File: src/rtl/cla5_mp_add_seq.sv
// cla5_mp_add_seq
//
// Adds two WORDS x 5-bit operands. It does this by issuing one slice per cycle to a shared,
// registered 5-bit carry-lookahead adder. The carry between slices is chained through the
// adder's registered carry-out. The request is latched on acceptance. The result is held in
// DONE until downstream takes it.
//
// Ports
//   clk        rising-edge clock
//   rst_n      synchronous active-low reset
//   req_valid  request present              req_ready  block can accept a request
//   req_a      operand A (slice j = [5j+4:5j])
//   req_b      operand B
//   req_cin    carry into slice 0
//   res_valid  result present               res_ready  downstream accepts the result
//   res_sum    W-bit sum                    res_cout   carry out of the top slice
//   add_a      adder operand A (5 bits)     add_b      adder operand B (5 bits)
//   add_cin    adder carry-in
//   add_sum    adder registered sum         add_cout   adder registered carry-out
//
// Adder pipeline seen from here:
//   - A slice is issued (add_a/add_b) in cycle t.
//   - Its carry-in is driven in cycle t+1.
//   - Its sum/carry are readable in cycle t+2.
module cla5_mp_add_seq #(
   parameter int unsigned WORDS = 4
) (
   input  logic                 clk,
   input  logic                 rst_n,
   input  logic                 req_valid,
   output logic                 req_ready,
   input  logic [5*WORDS-1:0]   req_a,
   input  logic [5*WORDS-1:0]   req_b,
   input  logic                 req_cin,
   output logic                 res_valid,
   input  logic                 res_ready,
   output logic [5*WORDS-1:0]   res_sum,
   output logic                 res_cout,
   output logic [4:0]           add_a,
   output logic [4:0]           add_b,
   output logic                 add_cin,
   input  logic [4:0]           add_sum,
   input  logic                 add_cout
);

   localparam int unsigned W  = 5 * WORDS;
   localparam int unsigned KW = (WORDS > 1) ? $clog2(WORDS) : 1;

   typedef enum logic [1:0] {StIdle, StIssue, StDrain, StDone} state_e;

   state_e          state_q, state_d;
   logic [W-1:0]    a_q, b_q;
   logic [W-1:0]    sum_q, sum_d;
   logic            cin_q;
   logic            cout_q, cout_d;
   logic [KW-1:0]   k_q;
   // Slice tracking one and two cycles behind issue: carry cycle and capture cycle.
   logic            iss_v_q, cap_v_q;
   logic [KW-1:0]   iss_idx_q, cap_idx_q;

   logic            accept;
   logic            issuing;
   logic            last_k;
   logic            last_cap;

   assign accept   = req_valid && req_ready;
   assign issuing  = (state_q == StIssue);
   assign last_k   = (k_q == KW'(WORDS - 1));
   assign last_cap = cap_v_q && (cap_idx_q == KW'(WORDS - 1));

   // ---------------------------------------------------------------------------------------
   // FSM: state register
   // ---------------------------------------------------------------------------------------
   always_ff @(posedge clk) begin
      if (!rst_n) begin
         state_q <= StIdle;
      end else begin
         state_q <= state_d;
      end
   end

   // ---------------------------------------------------------------------------------------
   // FSM: next state
   // ---------------------------------------------------------------------------------------
   always_comb begin
      state_d = state_q;
      case (state_q)
         StIdle:  if (accept)    state_d = StIssue;
         StIssue: if (last_k)    state_d = StDrain;
         StDrain: if (last_cap)  state_d = StDone;
         StDone:  if (res_ready) state_d = StIdle;
         default:                state_d = StIdle;
      endcase
   end

   // ---------------------------------------------------------------------------------------
   // FSM: outputs
   // ---------------------------------------------------------------------------------------
   always_comb begin
      // Gate with rst_n so nothing is accepted while reset is held.
      req_ready = rst_n && (state_q == StIdle);
      res_valid = (state_q == StDone);
      add_a     = 5'd0;
      add_b     = 5'd0;
      add_cin   = 1'b0;
      if (issuing) begin
         for (int j = 0; j < int'(WORDS); j++) begin
            if (k_q == KW'(j)) begin
               add_a = a_q[5*j +: 5];
               add_b = b_q[5*j +: 5];
            end
         end
      end
      // Carry cycle of the slice issued last cycle. For slice j > 0, add_cout currently
      // holds the carry out of slice j-1.
      if (iss_v_q) begin
         add_cin = (iss_idx_q == '0) ? cin_q : add_cout;
      end
   end

   // ---------------------------------------------------------------------------------------
   // Result capture
   // ---------------------------------------------------------------------------------------
   always_comb begin
      sum_d  = sum_q;
      cout_d = cout_q;
      if (cap_v_q) begin
         for (int j = 0; j < int'(WORDS); j++) begin
            if (cap_idx_q == KW'(j)) begin
               sum_d[5*j +: 5] = add_sum;
            end
         end
         if (last_cap) begin
            cout_d = add_cout;
         end
      end
   end

   // ---------------------------------------------------------------------------------------
   // Datapath registers
   // ---------------------------------------------------------------------------------------
   always_ff @(posedge clk) begin
      if (!rst_n) begin
         a_q       <= '0;
         b_q       <= '0;
         cin_q     <= 1'b0;
         k_q       <= '0;
         iss_v_q   <= 1'b0;
         iss_idx_q <= '0;
         cap_v_q   <= 1'b0;
         cap_idx_q <= '0;
         sum_q     <= '0;
         cout_q    <= 1'b0;
      end else begin
         if (accept) begin
            a_q   <= req_a;
            b_q   <= req_b;
            cin_q <= req_cin;
            k_q   <= '0;
         end else if (issuing) begin
            k_q <= last_k ? '0 : k_q + KW'(1);
         end
         iss_v_q   <= issuing;
         iss_idx_q <= k_q;
         cap_v_q   <= iss_v_q;
         cap_idx_q <= iss_idx_q;
         sum_q     <= sum_d;
         cout_q    <= cout_d;
      end
   end

   assign res_sum  = sum_q;
   assign res_cout = cout_q;

endmodule

File: config.mk
export PLATFORM = sky130hd
export DESIGN_NAME = cla5_mp_add_seq
export DESIGN_NICKNAME = d
export VERILOG_FILES = /design/src/rtl/cla5_mp_add_seq.sv
export SDC_FILE = /design/constraint.sdc
export NUM_CORES = 1
export LEC_CHECK = 0
export CELL_PAD_IN_SITES_DETAIL_PLACEMENT = 0
export CELL_PAD_IN_SITES_GLOBAL_PLACEMENT = 1
export CORE_MARGIN = 1
export CORE_UTILIZATION = 35
export DETAILED_ROUTE_END_ITERATION = 10
export PLACE_DENSITY_LB_ADDON = 0.1
export SLEW_MARGIN = 0
export SYNTH_ARGS = -nofsm -noshare
export SYNTH_HDL_FRONTEND = slang
export SYNTH_SLANG_ARGS = --single-unit
File: constraint.sdc
create_clock -name clk -period 1.7 [get_ports clk]
set_input_delay 0.17 -clock clk [delete_from_list [all_inputs] [get_ports clk]]
set_output_delay 0.17 -clock clk [all_outputs]
set_load 0.01 [all_outputs]
# [Word-level counts from Yosys, hierarchy flattened]
# Cells that the tools add are included.
[op_classes] n_addsub=1 n_eq_ne=13 n_mux=18 bitwise_logic=1 n_reduce_logical=14
[op_table] cell="two-way mux 5 bit" count=10
[op_table] cell="== test 2 bit, second input constant" count=6
[op_table] cell="two-way mux 2 bit" count=5
[op_table] cell="AND reduction 2 bit" count=5
[op_table] cell="logical NOT 2 bit" count=4
[op_table] cell="one-hot mux 2 bit (4 select lines)" count=1
[op_table] cell="== test 2 x 1 -> 1 bit, second input constant" count=3
[op_table] cell="!= test 2 x 1 -> 1 bit, second input constant" count=2
[op_table] cell="!= test 2 bit, second input constant" count=2
[op_table] cell="AND reduction 4 bit" count=1
[op_table] cell="logical AND 1 bit" count=3
[op_table] cell="adder 2 x 1 -> 2 bit, second input constant" count=1
[op_table] cell="two-way mux 1 bit" count=2
[op_table] cell="OR reduction 2 bit" count=1
[op_table] cell="inverter 1 bit" count=1
[totals] ff_bits=72 elab_cells=61

# [Longest topological paths before layout]
[depth] depth_word=6 mapped_depth=7

# [Worst setup path before layout]
# OpenSTA, ideal clock, no wires.
[synth_path] kind="reg-to-output" startpoint="register k_q[0]" endpoint="output port add_a[0]" t_arrival_ns=1.514 setup_slack_ns=0.016 path_stages_with_launch=6 path_buffers=1 cell_sequence="dfxtp_1 > ha_1 > clkbuf_1 > a21oi_1 > a221o_1 > a21boi_0"
[synth_via] elab_chain_len=6 elab_cells_between_ends=9 cone_classes="eq/ne (3); mux (5); reduce/logical (1)"
[synth_lines] element="from (decl)" line_no="56" text="logic [KW-1:0] k_q;"
[synth_lines] element="from (signal assigned)" line_no="161" text="k_q <= last_k ? '0 : k_q + KW'(1);"
[synth_lines] element="logical NOT 2 bit" line_no="108" text="if (k_q == KW'(j)) begin"
[synth_lines] element="two-way mux 5 bit (3 in a row)" line_no="108"
[synth_lines] element="two-way mux 5 bit (*)" line_no="108"
[synth_lines] element="two-way mux 5 bit (*)" line_no="106" text="if (issuing) begin"
[synth_lines] element="to (decl)" line_no="39" text="output logic [4:0] add_a,"
# Mark *: on every way between the ends. The rest lies on a longest branch, timed or not.

# [Final worst setup path]
[layout_path] startpoint="register k_q[1]" endpoint="output port add_b[0]"
[layout_via] elab_chain_len=6 elab_cells_between_ends=9 cone_classes="eq/ne (3); mux (5); reduce/logical (1)"
[layout_lines] element="logical NOT 2 bit" line_no="108"
[layout_lines] element="two-way mux 5 bit (3 in a row)" line_no="108"
[layout_lines] element="two-way mux 5 bit (*)" line_no="108"
[layout_lines] element="two-way mux 5 bit (*)" line_no="106"
[layout_lines] element="to (decl)" line_no="40" text="output logic [4:0] add_b,"
# Marked as above.

==> run summary <==
RSZ-0062 raised after global routing = true
Synth Area in Compound Gates = 0.1526
Antenna fix cells = 0
Wire length per cell = 13.14 um
Min Clock Period, post-route = 1.997 ns
# rows = 34
Worst EP required = 1.53 ns
Final Skew = 0.01118 ns
Post-synthesis mux area share = 0.07711
Commonest cells after routing, fill and taps aside = nand2_1, clkdlybuf4s50_1, dfxtp_1
First-pass GRT wire length = 12460 um
Fraction of layout cells with a size suffix above 1 = 0.1631
Cts bufs inserted = 9
I/O pin count = 85
Worst setup path start = k_q[1]
Commonest non-fill, non-tap cell in the layout = nand2_1
Total global routing overflow = 0
R2R cell count = 6
Reg area = 1448 um^2
Synth cell types = 23
Drt pass-1 iters = 4
Chip height = 96.35 um
Area growth syn-to-layout = 44.70%
PnR worst setup slack = -0.2969 ns
Clock share of power = 0.263
Final Max Tran Viols = 0
Power Dens Cells = 1106 nW/um^2
RR Endpoint = state_q[0]
Die Wd = 96.35 um
Pint = 3369 uW
Final setup vio count = 10
Net Switching = 1618 uW
Reported max-cap violation count = 0
Fin crit share = 1.175
Total Routing Usage GR = 0.1792
DR iter-0 viols = 48
Worst Path Buf+Inv = 4
Footprint of the multi-input gates = 1590 um^2
Cells after Synth = 367
H-tree depth = 3
Crit path DAT = 1.83 ns
CP Launch Type = flip-flop
Final WL = 7624 um
Total core area = 8678 um^2
Crit Path Max Fanout = 6
Max incr delay on CP = 0.34 ns
Deepest clock path buffer count = 2
Status = complete, but fails checks
Sequential element share of the synthesized area = 0.4627
Via/cell ratio = 4.774
CTS tree = done
DRC viols = 0
Synth warnings = 0
Clock-pin transition on the worst setup and hold timing paths = 0.09 ns
Cell depth of the worst setup path = 8
R2R Setup Slk = 0.15 ns
Comb power frac = 0.311
Mapped Avg Cell Area = 8.489 um^2
Nets = 527
Simple-Gate Fraction of Synth Area = 0.2241
Reg2reg start = state_q[1]
Largest family of logic cells by synthesized area = simple AND/OR/NAND/NOR gates
Part of the power in registers = 0.426
Crit path max-delay family = compound AO/OA/AOI/OAI gates
WS Path Type = flip-flop to output pin
HP Class = input pin to flip-flop
Slowest stage cell, crit path = dfxtp_2
Initial antenna violation count = 0
Seq cells post-synth = 72
IO Port Bufs = 84
Largest net degree at the start of global routing = 40
Least-Margin Pin Slew = 0.3724 ns
DRT antenna net count = 0
Worst-path cell chain = inv_2 > ha_4 > buf_6 > buf_4 > a21oi_1 > a221o_1 > a21boi_2 > buf_2
Setup TNS = -2.572 ns
Fmax = 500.8 MHz
Worst hold slack = 0.3562 ns
LEAKAGE = 0.001798 uW
Clk Latency, worst-skew pair = 0.36 ns
Crit end category = output pin
Vias in the first global route = 2652
Min-Delay Path Depth = 3
CTS sink cnt = 72
Vias = 2769
Failing checks = negative setup slack
Mapped cell area = 3115 um^2
Post-DP HPWL = 5431 um
Final Hold Fails = 0
Die area = 9282 um^2
Relative slew slack = 0.7510
Crit path capture = add_b[0]
Initial core utilization = 0.3590
Post-synthesis adder-cell area fraction = 0.03614
Final Wtd Congestion = 0.7490
Mapped Nets = 427
Filler cells = 870
Worst vdd ir = 0.3902 mV
Fraction of synthesized cell area in xor and xnor cells = 0
Sw frac = 0.3244
Root buffer cell = clkbuf_8
-- registers in the layout, summed over array words and instances (netlist names) --
register / flops
a_q: 20
b_q: 20
res_sum: 20
cap_idx_q: 2
iss_idx_q: 2
k_q: 2
state_q: 2
cap_v_q: 1
cin_q: 1
iss_v_q: 1
res_cout: 1
-- worst reg2reg max path: cells and delay by family, from the launching register on --
kind                       cells  cell delay [ns]
buffers and inverters          2             0.23
DFF                            1             0.33
and+or+nand+nor                1             0.15
adders and majority gates      1             0.23
AOI/OAI and AO/OA              2             0.54
-- final cells by class --
type,instances,share of cell area
multi-input cells,256,0.3528
clock buffers,9,0.02748
flip-flops and latches,72,0.3211
repair buffers,114,0.2417
clock inverters,7,0.01471
well taps,108,0.02998
inverters,14,0.01221
-- power by group through the flow --
stage,sequential [uW],clock [uW],combinational (uW)
6_report,2120,1310,1550
5_1_grt,2160,1440,1730
4_1_cts,2130,1380,1560
3_5_place_dp,2150,0,1460
3_3_place_gp,2150,0,1430
2_1_floorplan,2110,0,815
-- cell usage after synthesis --
library cell,number,area (um^2)
a21boi_0,12,90.09
mux2i_1,24,240.2
and2_1,7,43.79
a21oi_1,11,55.05
buf_1,4,15.01
ha_1,9,112.6
nand3b_1,12,90.09
nor2b_1,23,143.9
clkbuf_1,20,75.07
nor3b_2,1,12.51
or2_2,1,6.260
and3_1,1,6.260
nand2b_1,1,6.260
dfxtp_1,72,1441
a2111o_1,1,11.26
buf_2,1,5.000
o41ai_1,1,8.760
o21ai_0,42,210.2
nand2_1,95,356.6
nor2_1,4,15.01
inv_1,14,52.55
a221o_1,10,100.1
nand3_4,1,17.52
-- cell families after synthesis --
kind of cell | after synthesis
buffers and inverters | 39
muxes | 24
and+or+nand+nor | 146
AOI/OAI and AO/OA | 77
DFF | 72
adders and majority gates | 9
-- stage by stage --
stage,setup WS [ns],utilization,area (um^2),power (uW),cells
after floorplan,0.01578,-,3115,2928,367
after global placement,-0.4190,0.4863,4220,3574,561
after detailed placement,-0.4467,0.4863,4220,3605,561
after CTS,-0.3102,0.5180,4496,5058,580
after global routing,-0.3866,0.5195,4508,5336,580
final,-0.2969,0.5195,4508,4986,580
-- worst min path at each step --
stage	from	endpoint	slack, ns
floorplan	req_a[0]	a_q[0]	0.28
global route	req_cin	cin_q	0.37
detailed placement	iss_v_q	cap_v_q	0.44
finish	req_cin	cin_q	0.36
global placement	iss_v_q	cap_v_q	0.44
CTS	req_a[9]	a_q[9]	0.34
-- layer usage --
metal	up-vias	part of all wire	GRT usage
li1	1420	-	-
met1	1273	0.46	0.2182
met2	67	0.48	0.3067
met3	9	0.045	0.03633
met4	0	0.016	0.07353
met5	-	0	0
-- repair_timing --
action / in CTS / in global routing
pin swaps: 7 / 4
endpoints found under the setup margin: 12 / 12
setup buffers: 2 / 0
resized for setup: 80 / 6
gates cloned: 1 / 0
hold buffers: 0 / 0
No activity file was read; power rests on OpenSTA's default activity.
